`src/rtl/seg7_pkg.sv`:
```
// Shared seven-segment definitions: active-low glyphs (bit 6 = a .. bit 0 = g),
// the readback tracker state type and the forward code-to-glyph encoder.
package seg7_pkg;

    localparam logic [6:0] SEG_0     = 7'b0000001;
    localparam logic [6:0] SEG_1     = 7'b1001111;
    localparam logic [6:0] SEG_2     = 7'b0010010;
    localparam logic [6:0] SEG_3     = 7'b0000110;
    localparam logic [6:0] SEG_4     = 7'b1001100;
    localparam logic [6:0] SEG_5     = 7'b0100100;
    localparam logic [6:0] SEG_6     = 7'b0100000;
    localparam logic [6:0] SEG_7     = 7'b0001111;
    localparam logic [6:0] SEG_8     = 7'b0000000;
    localparam logic [6:0] SEG_9     = 7'b0001100;
    localparam logic [6:0] SEG_A     = 7'b0001000;
    localparam logic [6:0] SEG_B     = 7'b1100000;
    localparam logic [6:0] SEG_C     = 7'b0110001;
    localparam logic [6:0] SEG_D     = 7'b1000010;
    localparam logic [6:0] SEG_E     = 7'b0110000;
    localparam logic [6:0] SEG_F     = 7'b0111000;
    localparam logic [6:0] SEG_BLANK = 7'b1111111;

    typedef enum logic [1:0] {
        IDLE  = 2'd0,
        TRACK = 2'd1,
        HOLD  = 2'd2
    } rb_state_t;

    typedef struct packed {
        logic       legal;
        logic       blank;
        logic [3:0] code;
    } seg_dec_t;

    function automatic logic [6:0] code_to_seg(input logic [3:0] code);
        case (code)
            4'h0:    return SEG_0;
            4'h1:    return SEG_1;
            4'h2:    return SEG_2;
            4'h3:    return SEG_3;
            4'h4:    return SEG_4;
            4'h5:    return SEG_5;
            4'h6:    return SEG_6;
            4'h7:    return SEG_7;
            4'h8:    return SEG_8;
            4'h9:    return SEG_9;
            4'hA:    return SEG_A;
            4'hB:    return SEG_B;
            4'hC:    return SEG_C;
            4'hD:    return SEG_D;
            4'hE:    return SEG_E;
            default: return SEG_F;
        endcase
    endfunction

endpackage

```
`src/rtl/seg7_to_code.sv`:
```
// Inverse glyph decoder: active-low segment pattern to {legal, blank, code}.
module seg7_to_code
    import seg7_pkg::*;
(
    input  logic [6:0] seg_i,
    output seg_dec_t   dec_o
);

    // Reusing the forward encoder keeps both directions on one glyph table.
    always_comb begin
        dec_o       = '0;
        dec_o.blank = (seg_i == SEG_BLANK);
        for (int c = 0; c < 16; c++) begin
            if (seg_i == code_to_seg(4'(c))) begin
                dec_o.legal = 1'b1;
                dec_o.code  = 4'(c);
            end
        end
    end

endmodule

```
`src/rtl/seg_readback.sv`:
```
// Seven-segment bus readback: settles each multiplexed digit and decodes it back to a code.
// Define SEG_READBACK_ERR_EN to build the illegal-pattern path and sticky err_illegal flag.
module seg_readback
    import seg7_pkg::*;
#(
    parameter int DIGITS        = 4,
    parameter int STABLE_CYCLES = 8
) (
    input  logic                clk,
    input  logic                rst_n,
    input  logic [6:0]          seg,
    input  logic [DIGITS-1:0]   an,
    input  logic                clr,
    output logic [4*DIGITS-1:0] digit_bcd,
    output logic [DIGITS-1:0]   digit_valid,
    output logic                frame_done,
    output logic                err_illegal,
    output rb_state_t           dbg_state
);

    localparam int             CNT_W   = $clog2(STABLE_CYCLES + 1);
    localparam logic [CNT_W-1:0] CNT_MAX = CNT_W'(STABLE_CYCLES);

    logic [6:0]          seg_q;
    logic [DIGITS-1:0]   an_q;
    rb_state_t           state_q, state_d;
    logic [CNT_W-1:0]    cnt_q, cnt_d;
    logic [4*DIGITS-1:0] bcd_q, bcd_d;
    logic [DIGITS-1:0]   valid_q, valid_d;
    logic [DIGITS-1:0]   seen_q, seen_d;
    logic                frame_q, frame_d;
    logic                err_q, err_d;
    logic                change;
    logic                capture;
    seg_dec_t            dec;

    seg7_to_code u_dec (
        .seg_i (seg_q),
        .dec_o (dec)
    );

    // The incoming sample is compared with the one already registered, so the
    // counter holds the number of identical registered samples.
    assign change = ({an, seg} != {an_q, seg_q});

    always_ff @(posedge clk) begin
        if (!rst_n || clr) begin
            seg_q   <= SEG_BLANK;
            an_q    <= '1;
            state_q <= IDLE;
            cnt_q   <= '0;
        end else begin
            seg_q   <= seg;
            an_q    <= an;
            state_q <= state_d;
            cnt_q   <= cnt_d;
        end
    end

    always_comb begin
        state_d = state_q;
        cnt_d   = cnt_q;
        if (change) begin
            cnt_d   = CNT_W'(1);
            state_d = $onehot(~an) ? TRACK : IDLE;
        end else begin
            if (cnt_q != CNT_MAX) cnt_d = cnt_q + 1'b1;
            if (state_q == TRACK && cnt_q == CNT_MAX) state_d = HOLD;
        end
    end

    always_comb begin
        capture   = (state_q == TRACK) && (cnt_q == CNT_MAX);
        dbg_state = state_q;
    end

    always_comb begin
        bcd_d   = bcd_q;
        valid_d = valid_q;
        seen_d  = seen_q;
        err_d   = err_q;
        frame_d = 1'b0;
        if (capture) begin
            for (int i = 0; i < DIGITS; i++) begin
                if (!an_q[i]) begin
                    seen_d[i] = 1'b1;
                    if (dec.legal) begin
                        bcd_d[4*i +: 4] = dec.code;
                        valid_d[i]      = 1'b1;
                    end else if (dec.blank) begin
                        bcd_d[4*i +: 4] = 4'h0;
                        valid_d[i]      = 1'b0;
                    end else begin
`ifdef SEG_READBACK_ERR_EN
                        valid_d[i] = 1'b0;
                        err_d      = 1'b1;
`else
                        bcd_d[4*i +: 4] = 4'h0;
                        valid_d[i]      = 1'b0;
`endif
                    end
                end
            end
            // The completing capture belongs to this frame only.
            if (&seen_d) begin
                frame_d = 1'b1;
                seen_d  = '0;
            end
        end
    end

    always_ff @(posedge clk) begin
        if (!rst_n || clr) begin
            bcd_q   <= '0;
            valid_q <= '0;
            seen_q  <= '0;
            frame_q <= 1'b0;
            err_q   <= 1'b0;
        end else begin
            bcd_q   <= bcd_d;
            valid_q <= valid_d;
            seen_q  <= seen_d;
            frame_q <= frame_d;
            err_q   <= err_d;
        end
    end

    assign digit_bcd   = bcd_q;
    assign digit_valid = valid_q;
    assign frame_done  = frame_q;
    assign err_illegal = err_q;

endmodule
```
`config.mk`:
```
export PLATFORM = sky130hd
export DESIGN_NAME = seg_readback
export DESIGN_NICKNAME = d
export VERILOG_FILES = /design/src/rtl/seg7_pkg.sv /design/src/rtl/seg7_to_code.sv /design/src/rtl/seg_readback.sv
export SDC_FILE = /design/constraint.sdc
export NUM_CORES = 1
export LEC_CHECK = 0
export ABC_AREA = 1
export BUFFER_PORTS_ARGS = -buffer_cell sky130_fd_sc_hd__buf_2
export CORE_MARGIN = 8
export CORE_UTILIZATION = 52
export DETAILED_ROUTE_END_ITERATION = 10
export GPL_TIMING_DRIVEN = 1
export PLACE_DENSITY = 0.75
export SETUP_SLACK_MARGIN = 0.1
export SYNTH_ARGS = -nofsm -noshare
export SYNTH_HDL_FRONTEND = slang
export SYNTH_SLANG_ARGS = --single-unit
```
`constraint.sdc`:
```
create_clock -name clk -period 2.25 [get_ports clk]
set_input_delay 0.3375 -clock clk [delete_from_list [all_inputs] [get_ports clk]]
set_output_delay 0.3375 -clock clk [all_outputs]
set_load 0.05 [all_outputs]
```
==> metrics.csv, run 1 <==
stage;metric;value;unit
setup_path;Setup crit start kind;flip-flop;
route;routed len/inst;12.1;um
cells_and_area;Nets;335;
clocking;CTS root buf;clkbuf_8;
status;status;finished, final reports clean;
cells_and_area;proportion of layout cells with a drive suffix above 1;21.5;%
power;Max VDD drop;0.000379;V
placement;I/O Buffers;36;
route;DRT iter0 DRCs;143;
global_routing;first-pass GRT wire length;8.01;mm
die;core footprint;3940;um2
die;die width;79.3;um
global_routing;GRT Util Overall;15.7;%
timing;setup violators final;0;
cells_and_area;Multi-input gate area;992;um2
timing;RSZ-0062 raised after global routing;no;
die;Total Die Area;6290;um2
logic_synthesis;Synth top area share;40.3;%
clocking;clk buf depth;2;
clocking;post-CTS setup buffers;0;
placement;Setup WS pre-CTS;0.396;ns
logic_synthesis;Synth Flop Type;dfxtp_1;
logic_synthesis;area of the mapped netlist;2080;um2
timing;skew final;0.00866;ns
power;internal power;0.00104;W
cells_and_area;cell area after layout;2400;um2
logic_synthesis;Yosys cell types;39;
power;Power Dens Cells;571;nW/um2
timing;final slew viol count;0;
logic_synthesis;Post-synth EDFFs;0;
clocking;Sink Count;42;
logic_synthesis;fraction of registers with async set/reset;0;%
global_routing;GRT overflow;0;
logic_synthesis;FF+latch count, synth;42;
route;vias per cell;4.84;
placement;HPWL Detailed;3.37;mm
power;clock share of power;37.1;%
logic_synthesis;Synth Warn #;0;
setup_path;Setup crit end kind;flip-flop;
route;drt first pass iters;4;
clocking;# H-tree levels;2;
placement;Placement Cell Area;2310;um2
cells_and_area;FILL cells;359;
clocking;Clk Latency, worst-skew pair;0.29;ns
power;power share of the combinational group;7.2;%
logic_synthesis;Synth area leader;dfxtp_1;
timing;final worst slack;0.527;ns
route;final WL;4.43;mm
timing;Max Freq;0.580;GHz
cells_and_area;area added between synthesis and finish;15.2;%
setup_path;crit path max fanout;7;
cells_and_area;Seq. cell area;841;um2
timing;endpoints failing hold;0;
timing;final worst-path cycle share;76.6;%
route;vias post-DR;1776;
min_path;min-delay worst type;in -> reg;
cells_and_area;n_diodes;0;
clocking;number of buffers created by CTS;5;
clocking;CTS tree;done;
logic_synthesis;post-synthesis net count;295;
job;total of max-cap violations;0;
setup_path;Crit path arrival time;1.97;ns
logic_synthesis;top cells by area, synth;dfxtp_1 40%, inv_1 9.5%, nand2_1 7.6%;
clocking;post-CTS resize count;0;
global_routing;initial antenna violation count;0;
timing;final worst path period need;1.72;ns
clocking;clock-pin transition on the worst setup and hold timing paths;0.08;ns
setup_path;Worst EP required;2.49;ns
logic_synthesis;Mean Syn Cell Area;7.55;um2
global_routing;vias in the first global route;1791;
global_routing;largest net degree at the start of global routing;29;
power;sequential power share;55.7;%
route;Detail Route Antenna Nets;0;
power;Sw Share;24.4;%
route;# DRC;0;
die;Placement Rows;23;
logic_synthesis;Syn Inst Count;276;
power;net switching power;0.000334;W
placement;RD Place Congestion;0.882;
die;I/O pins;38;
die;overall die height;79.3;um
power;leakage;1.30;nW
timing;setup TNS;0;ns
setup_path;Crit Path Class;reg -> reg;
logic_synthesis;Seq/Total Area, Yosys;40.3;%
die;starting density of the core;52.9;%
clocking;CTS hold repair buffers;0;
-- cell usage in the layout, fill, tap and decap left out, drive strengths merged, types with 8 or more instances in the layout --
cell / count
inv: 54
buf: 37
nor2: 28
dfxtp: 42
o21ai: 15
o21bai: 12
nand4: 9
nand3: 11
a21oi: 8
nand2: 45
-- sequential cells by signal, summed over array words and instances (netlist names) --
signal and count:
digit_valid 4, seg_q 7, cnt_q 4, digit_bcd 16, an_q 4, frame_done 1
seen_q 4, dbg_state 2
-- path summary, 6_finish.rpt --
path         startpoint            to  slack, ns  cells after the start
max            cnt_q[0]  digit_bcd[1]       0.53                      9
min              seg[0]      seg_q[0]       0.25                      2
max reg2reg    cnt_q[0]  digit_bcd[1]       0.53                      9
min reg2reg   seen_q[3]     seen_q[3]       0.45                      2
-- metal layers --
layer  routed length, um  GRT usage (%)
met1                2120           18.6
met2                2090           26.4
met3                 186           4.97
met4                  37           4.44
met5                   0              0
-- worst max-delay path, stage by stage (launching register included) --
cell	delay, ns
dfxtp_1	0.36
inv_1	0.07
ha_1	0.19
nand3b_4	0.13
nor3_4	0.25
nand2_1	0.22
clkinv_2	0.15
o21ai_0	0.08
o21bai_1	0.17
inv_1	0.05
-- layout make-up --
class,count,share of cell area (%)
multi-input cells,172,41.3
flip-flops and latches,42,35.0
inverters,58,9.28
repair buffers,37,7.82
clock buffers,6,3.44
well taps,50,2.61
clock inverters,2,0.521
-- metrics by stage --
stage | cells | utilization, % | hold slack, ns | power [W]
after floorplan | 276 | - | 0.426 | 0.000848
after global placement | 359 | 58.5 | 0.435 | 0.000876
after detailed placement | 359 | 58.5 | 0.442 | 0.000879
after CTS | 367 | 60.9 | 0.245 | 0.00138
after global routing | 367 | 60.9 | 0.243 | 0.00143
final | 367 | 60.9 | 0.255 | 0.00137
-- power by group through the flow --
| stage | clock, W | combinational [W] | sequential (W) |
|---|---|---|---|
| floorplan | 0 | 0.0000664 | 0.000782 |
| global placement | 0 | 0.0000964 | 0.000780 |
| detailed placement | 0 | 0.0000987 | 0.000780 |
| CTS | 0.000521 | 0.000100 | 0.000763 |
| global route | 0.000553 | 0.000113 | 0.000765 |
| finish | 0.000508 | 0.0000989 | 0.000763 |
-- synth_stat cells (2+ instances only) --
| cell | instances |
|---|---|
| nor3_1 | 3 |
| inv_1 | 53 |
| nand3_1 | 10 |
| clkinv_2 | 4 |
| a21oi_1 | 7 |
| nand3b_1 | 2 |
| o21ai_0 | 14 |
| o21bai_1 | 12 |
| or2_2 | 7 |
| nand2_1 | 42 |
| xor2_1 | 7 |
| ha_1 | 4 |
| nand4_1 | 9 |
| nor2_1 | 26 |
| o211ai_1 | 4 |
| nand2_2 | 2 |
| o21a_1 | 5 |
| nor2_2 | 2 |
| clkbuf_1 | 2 |
| dfxtp_1 | 42 |
-- cell families (layout without fill, tap and decap cells) --
kind of cell | Yosys count | in the layout | share of synthesized area [%]
other | 1 | 1 | 0.180
XOR/XNOR | 8 | 8 | 3.36
adder cells (fa/ha/maj) | 5 | 5 | 3.36
AND/OR/NAND/NOR | 112 | 112 | 26.7
buffers and inverters | 62 | 103 | 12.1
flip-flops | 42 | 42 | 40.3
AO/OA/AOI/OAI | 46 | 46 | 14.0
Power figures use the tool's default switching activity.
==> inputs of run 2 (changes only) <==
--- a/config.mk
+++ b/config.mk
@@ -5,10 +5,10 @@
 export SDC_FILE = /design/constraint.sdc
 export NUM_CORES = 1
 export LEC_CHECK = 0
-export ABC_AREA = 1
+export ABC_AREA = 0
 export BUFFER_PORTS_ARGS = -buffer_cell sky130_fd_sc_hd__buf_2
 export CORE_MARGIN = 8
-export CORE_UTILIZATION = 52
+export CORE_UTILIZATION = 50
 export DETAILED_ROUTE_END_ITERATION = 10
 export GPL_TIMING_DRIVEN = 1
 export PLACE_DENSITY = 0.75
==> constraint.sdc (replaced) <==
create_clock -name clk -period 1.4 [get_ports clk]
set_input_delay 0.21 -clock clk [delete_from_list [all_inputs] [get_ports clk]]
set_output_delay 0.21 -clock clk [all_outputs]
set_load 0.05 [all_outputs]
==> metrics.csv, run 2 <==
stage;metric;value;unit
die;I/O pins;38;
global_routing;vias in the first global route;2184;
route;vias per cell;5.69;
global_routing;first-pass GRT wire length;10.2;mm
cells_and_area;max reg flops;16;
route;final WL;6.78;mm
setup_path;Setup crit end kind;flip-flop;
timing;final worst-path cycle share;122;%
setup_path;slowest stage cell, crit path;or3b_4;
cells_and_area;commonest cells after routing, fill and taps aside;60 x buf_4, 34 x buf_2, 33 x dfxtp_1, 16 x a21oi_1, 15 x nand2b_1;
logic_synthesis;Adder-Cell Fraction of Synth Area;3.24;%
clocking;Sink Count;42;
cells_and_area;area added between synthesis and finish;49.4;%
setup_path;Crit Path Class;reg -> reg;
route;vias post-DR;2178;
timing;Worst-Margin Slew;0.605;ns
power;Power Dens Cells;738;nW/um2
job;total of max-cap violations;0;
logic_synthesis;post-synthesis net count;254;
cells_and_area;Multi-input gate area;1410;um2
setup_path;crit path max fanout;7;
clocking;CTS root buf;clkbuf_8;
route;Detail Route Antenna Nets;0;
die;Total Die Area;6680;um2
logic_synthesis;largest family of logic cells by synthesized area;simple AND/OR/NAND/NOR gates;
route;# DRC;0;
setup_path;Worst path max stage delay;0.41;ns
power;internal power;0.00173;W
logic_synthesis;mux contribution to synthesized area;0;%
cells_and_area;Seq. cell area;870;um2
clocking;# H-tree levels;2;
timing;RSZ-0062 raised after global routing;yes;
timing;worst hold margin;0.118;ns
route;drt first pass iters;4;
logic_synthesis;top cells by area, synth;dfxtp_1 39%, xnor2_1 5.7%, nand2b_1 4.6%;
cells_and_area;proportion of layout cells with a drive suffix above 1;52.3;%
timing;final worst path period need;1.71;ns
status;status;finished with violations;
cells_and_area;Final Non-Filler Cells;383;
min_path;min-delay worst type;in -> reg;
logic_synthesis;Seq/Total Area, Yosys;38.9;%
clocking;clk buf depth;2;
setup_path;Worst EP required;1.63;ns
setup_path;CP cell instances;inv_2 -> ha_4 -> nand3b_4 -> or3b_4 -> buf_12 -> nor3_1 -> o2bb2ai_1;
cells_and_area;Nets;349;
placement;HPWL Detailed;4.04;mm
logic_synthesis;Synth Warn #;0;
die;Placement Rows;24;
logic_synthesis;Simple-Gate Fraction of Synth Area;25.7;%
power;clock share of power;33.8;%
clocking;CTS tree;done;
logic_synthesis;Synth top area share;38.9;%
global_routing;GRT overflow;0;
route;DRT iter0 DRCs;202;
route;routed len/inst;17.7;um
logic_synthesis;Synth Flop Type;dfxtp_1;
logic_synthesis;post-synthesis xor/xnor area fraction;6.08;%
power;net switching power;0.000649;W
power;leakage;1.49;nW
setup_path;Setup crit start kind;flip-flop;
status;failing checks;setup timing;
global_routing;initial antenna violation count;0;
placement;RD Place Congestion;0.809;
clocking;Clk Latency, worst-skew pair;0.30;ns
clocking;clock-pin transition on the worst setup and hold timing paths;0.09;ns
timing;skew final;0.00610;ns
cells_and_area;leading cell type in the layout, fill and taps excluded;buf_4;
cells_and_area;n_diodes;0;
cells_and_area;FILL cells;289;
timing;setup TNS;-7.13;ns
power;final total power;0.00238;W
setup_path;Crit path arrival time;1.94;ns
power;Sw Share;27.2;%
timing;endpoints failing hold;0;
global_routing;GRT Util Overall;19.3;%
timing;Slew headroom;59.2;%
clocking;number of buffers created by CTS;5;
timing;final worst slack;-0.311;ns
logic_synthesis;Mean Syn Cell Area;9.19;um2
logic_synthesis;Yosys cell types;53;
logic_synthesis;Compound-Gate Fraction of Synth Area;19.2;%
logic_synthesis;area of the mapped netlist;2160;um2
logic_synthesis;Syn Inst Count;235;
placement;placed cells;367;
logic_synthesis;FF+latch count, synth;42;
timing;setup violators final;30;
power;power share of the combinational group;14.7;%
timing;Max Freq;0.585;GHz
global_routing;largest net degree at the start of global routing;23;
die;overall die height;81.7;um
logic_synthesis;Post-synth EDFFs;0;
logic_synthesis;fraction of registers with async set/reset;0;%
logic_synthesis;Synth area leader;dfxtp_1;
logic_synthesis;top-count cell post-synth;dfxtp_1;
timing;final slew viol count;0;
die;core footprint;4260;um2
die;die width;81.7;um
die;starting density of the core;50.7;%
logic_synthesis;Commonest cells post-synth;42 x dfxtp_1, 19 x a21oi_1, 16 x nand2b_1, 16 x o21ai_0, 14 x xnor2_1;
power;sequential power share;51.5;%
power;Max VDD drop;0.000518;V
placement;I/O Buffers;36;
[run 2: changes by cell type after synthesis, moves of 5 or more]
cell,change
xnor2_1,+13
xor2_1,-6
nand2b_1,+15
o21bai_1,-12
or2_2,-7
nor3_1,+9
buf_2,+7
nand4_1,-5
nor2_1,-18
a21oi_1,+12
inv_1,-42
nand2_1,-33
[run 2: power groups by stage]
stage / Sequential, W / Combinational (W) / Clock (W)
detailed placement: 0.00126 / 0.000261 / 0
CTS: 0.00123 / 0.000296 / 0.000809
global route: 0.00123 / 0.000369 / 0.000866
global placement: 0.00126 / 0.000252 / 0
finish: 0.00123 / 0.000350 / 0.000805
floorplan: 0.00126 / 0.000148 / 0
[run 2: path summary, 6_finish.rpt]
check | start | end | slack, ns | depth (start not counted)
worst max-delay path | cnt_q[0] | digit_bcd[4] | -0.31 | 7
worst min-delay path | seg[5] | seg_q[5] | 0.12 | 2
worst max register to register | cnt_q[0] | digit_bcd[4] | -0.31 | 7
worst min register to register | seen_q[1] | seen_q[1] | 0.48 | 1
[run 2: worst max-delay path: cells and delay by family (launching register included)]
family | cells | cell delay, ns
flip-flops | 1 | 0.33
adder cells (fa/ha/maj) | 1 | 0.15
buffers and inverters | 2 | 0.24
AO/OA/AOI/OAI | 1 | 0.16
AND/OR/NAND/NOR | 3 | 0.77
[run 2: logic make-up (layout without fill, tap and decap cells)]
group | Yosys count | count (layout)
compound gates | 61 | 61
xor+xnor | 15 | 15
fa+ha+maj | 5 | 5
buf+inv | 27 | 123
flops | 42 | 42
other cells | 1 | 1
simple gates | 84 | 84
[run 2: metrics by stage]
step | instance area, um2 | setup slack, ns | util [%]
6_report | 3230 | -0.311 | 75.7
3_3_place_gp | 2780 | -0.587 | 65.1
2_1_floorplan | 2170 | -0.436 | -
4_1_cts | 3090 | -0.287 | 72.4
5_1_grt | 3230 | -0.390 | 75.7
3_5_place_dp | 2780 | -0.619 | 65.1
[run 2: metal layers]
layer	vias up	global-route usage, %	routed length [um]	part of all wire [%]
li1	1031	-	-	-
met5	-	0	0	0
met3	23	4.27	415	6.1
met4	0	8.60	231	3.4
met2	90	34.2	3390	50
met1	1034	21.7	2740	40
[run 2: cell type report]
cell class,instances,area share (%)
multi-input combinational,166,43.7
sequential,42,26.9
timing repair buffer,104,23.3
clock buffer,5,2.13
tap,52,2.02
inverter,11,1.28
clock inverter,3,0.581
[run 2: what timing repair did]
| item | CTS | global route |
|---|---|---|
| gates resized for setup | 52 | 22 |
| gates cloned | 0 | 1 |
| endpoints found under the setup margin | 31 | 31 |
| hold buffers | 0 | 0 |
| pin swaps | 10 | 12 |
| buffers inserted | 4 | 3 |
==> inputs of run 3 (changes only) <==
--- a/config.mk
+++ b/config.mk
@@ -12,6 +12,7 @@
 export DETAILED_ROUTE_END_ITERATION = 10
 export GPL_TIMING_DRIVEN = 1
 export PLACE_DENSITY = 0.75
+export REMOVE_ABC_BUFFERS = 1
 export SETUP_SLACK_MARGIN = 0.1
 export SYNTH_ARGS = -nofsm -noshare
 export SYNTH_HDL_FRONTEND = slang
==> metrics.csv, run 3 (synthesis gave the netlist of run 2 again) <==
stage;metric;value;unit
status;status;finished with violations;
status;failing checks;setup timing;
power;leakage;1.52;nW
route;vias post-DR;2283;
job;total of max-cap violations;0;
setup_path;Crit path arrival time;2.11;ns
global_routing;largest net degree at the start of global routing;22;
die;I/O pins;38;
die;die width;81.7;um
clocking;CTS root buf;clkbuf_8;
clocking;# H-tree levels;2;
cells_and_area;proportion of layout cells with a drive suffix above 1;56.1;%
timing;Max Freq;0.537;GHz
min_path;min-delay worst type;in -> reg;
timing;final worst-path cycle share;133;%
route;Detail Route Antenna Nets;0;
cells_and_area;Nets;353;
die;Total Die Area;6680;um2
cells_and_area;Final Non-Filler Cells;387;
global_routing;first-pass GRT wire length;10.6;mm
setup_path;Worst EP required;1.65;ns
cells_and_area;FILL cells;254;
cells_and_area;n_diodes;0;
clocking;clk buf depth;2;
timing;final worst path period need;1.86;ns
clocking;Sink Count;42;
timing;Slew headroom;65.0;%
clocking;CTS hold repair buffers;0;
die;starting density of the core;50.7;%
clocking;CTS tree;done;
cells_and_area;max reg flops;16;
cells_and_area;commonest cells after routing, fill and taps aside;55 x buf_4, 34 x buf_2, 33 x dfxtp_1, 16 x nand2b_1, 16 x buf_6;
setup_path;Setup crit start kind;flip-flop;
timing;final worst slack;-0.464;ns
clocking;number of buffers created by CTS;5;
global_routing;vias in the first global route;2179;
cells_and_area;area added between synthesis and finish;56.6;%
die;core footprint;4260;um2
setup_path;crit path max fanout;6;
clocking;Clk Latency, worst-skew pair;0.31;ns
die;overall die height;81.7;um
setup_path;Setup crit end kind;flip-flop;
route;vias per cell;5.90;
timing;Worst-Margin Slew;0.519;ns
timing;endpoints failing hold;0;
timing;final slew viol count;0;
global_routing;GRT Util Overall;20.2;%
placement;HPWL Detailed;4.13;mm
global_routing;initial antenna violation count;0;
placement;RD Place Congestion;0.878;
route;# DRC;0;
cells_and_area;leading cell type in the layout, fill and taps excluded;buf_4;
timing;skew final;0.0106;ns
die;Placement Rows;24;
timing;setup TNS;-10.0;ns
placement;placed cells;367;
route;drt first pass iters;4;
setup_path;Crit Path Class;reg -> reg;
timing;setup violators final;31;
placement;I/O Buffers;36;
route;final WL;8.00;mm
power;Power Dens Cells;711;nW/um2
power;final total power;0.00241;W
clocking;clock-pin transition on the worst setup and hold timing paths;0.09;ns
route;DRT iter0 DRCs;226;
timing;RSZ-0062 raised after global routing;yes;
global_routing;GRT overflow;0;
route;routed len/inst;20.7;um
power;Max VDD drop;0.000895;V
run 3: cell count changes in the layout (fill, tap and decap cells not counted), moves of 3 or more:
cell,previous run,this run
o2bb2ai_1,4,0
o2bb2ai_2,0,4
buf_4,60,55
a21oi_2,3,7
nor3_1,9,6
a21oi_1,16,12
buf_6,6,16
run 3: worst max-delay path, stage by stage (launching register included):
cell	delay, ns
dfxtp_2	0.34
inv_2	0.08
ha_4	0.15
nand3b_4	0.07
or3b_4	0.44
buf_6	0.14
nor2_4	0.14
buf_6	0.15
o21ai_0	0.14
a21oi_2	0.14
run 3: timing repair:
action,CTS,global route
setup endpoints to repair,31,31
pin swaps,16,17
endpoints found under the hold margin,0,0
gates resized for setup,56,47
setup buffers,6,7
run 3: final cells by class:
cell class                      instances  area, um2  share of cell area (%)
Timing Repair Buffer                  108        803                    23.7
Sequential cell                        42        870                    25.7
Multi-Input combinational cell        166       1520                    44.8
Clock inverter                          3       21.3                   0.628
Inverter                               11       41.3                    1.22
Tap cell                               52       65.1                    1.92
Clock buffer                            5       68.8                    2.03
run 3: routing by layer:
metal  wire, um  GRT usage [%]
met5          0              0
met3        421           4.27
met1       3110           23.4
met4        161           8.95
met2       4300           35.0
run 3: where the power goes:
group | leakage (nW) | internal [W] | switching (W)
clock network | 0.0441 | 0.000351 | 0.000463
registers | 0.341 | 0.00120 | 0.0000241
logic | 1.13 | 0.000181 | 0.000185
run 3: final timing paths:
path / from / to / slack [ns] / cells past startpoint
setup reg to reg: cnt_q[1] / digit_bcd[3] / -0.46 / 9
hold / removal: seg[4] / seg_q[4] / 0.15 / 2
setup / recovery: cnt_q[1] / digit_bcd[3] / -0.46 / 9
hold reg to reg: seen_q[2] / seen_q[2] / 0.48 / 1
run 3: through the flow:
step / utilization (%) / setup WS (ns) / hold WS [ns] / cell area, um2
after floorplan: - / -0.524 / 0.310 / 2060
final: 79.4 / -0.464 / 0.147 / 3380
after global placement: 64.9 / -0.625 / 0.419 / 2770
after CTS: 73.1 / -0.305 / 0.124 / 3120
after detailed placement: 64.9 / -0.664 / 0.431 / 2770
after global routing: 79.4 / -0.493 / 0.144 / 3380
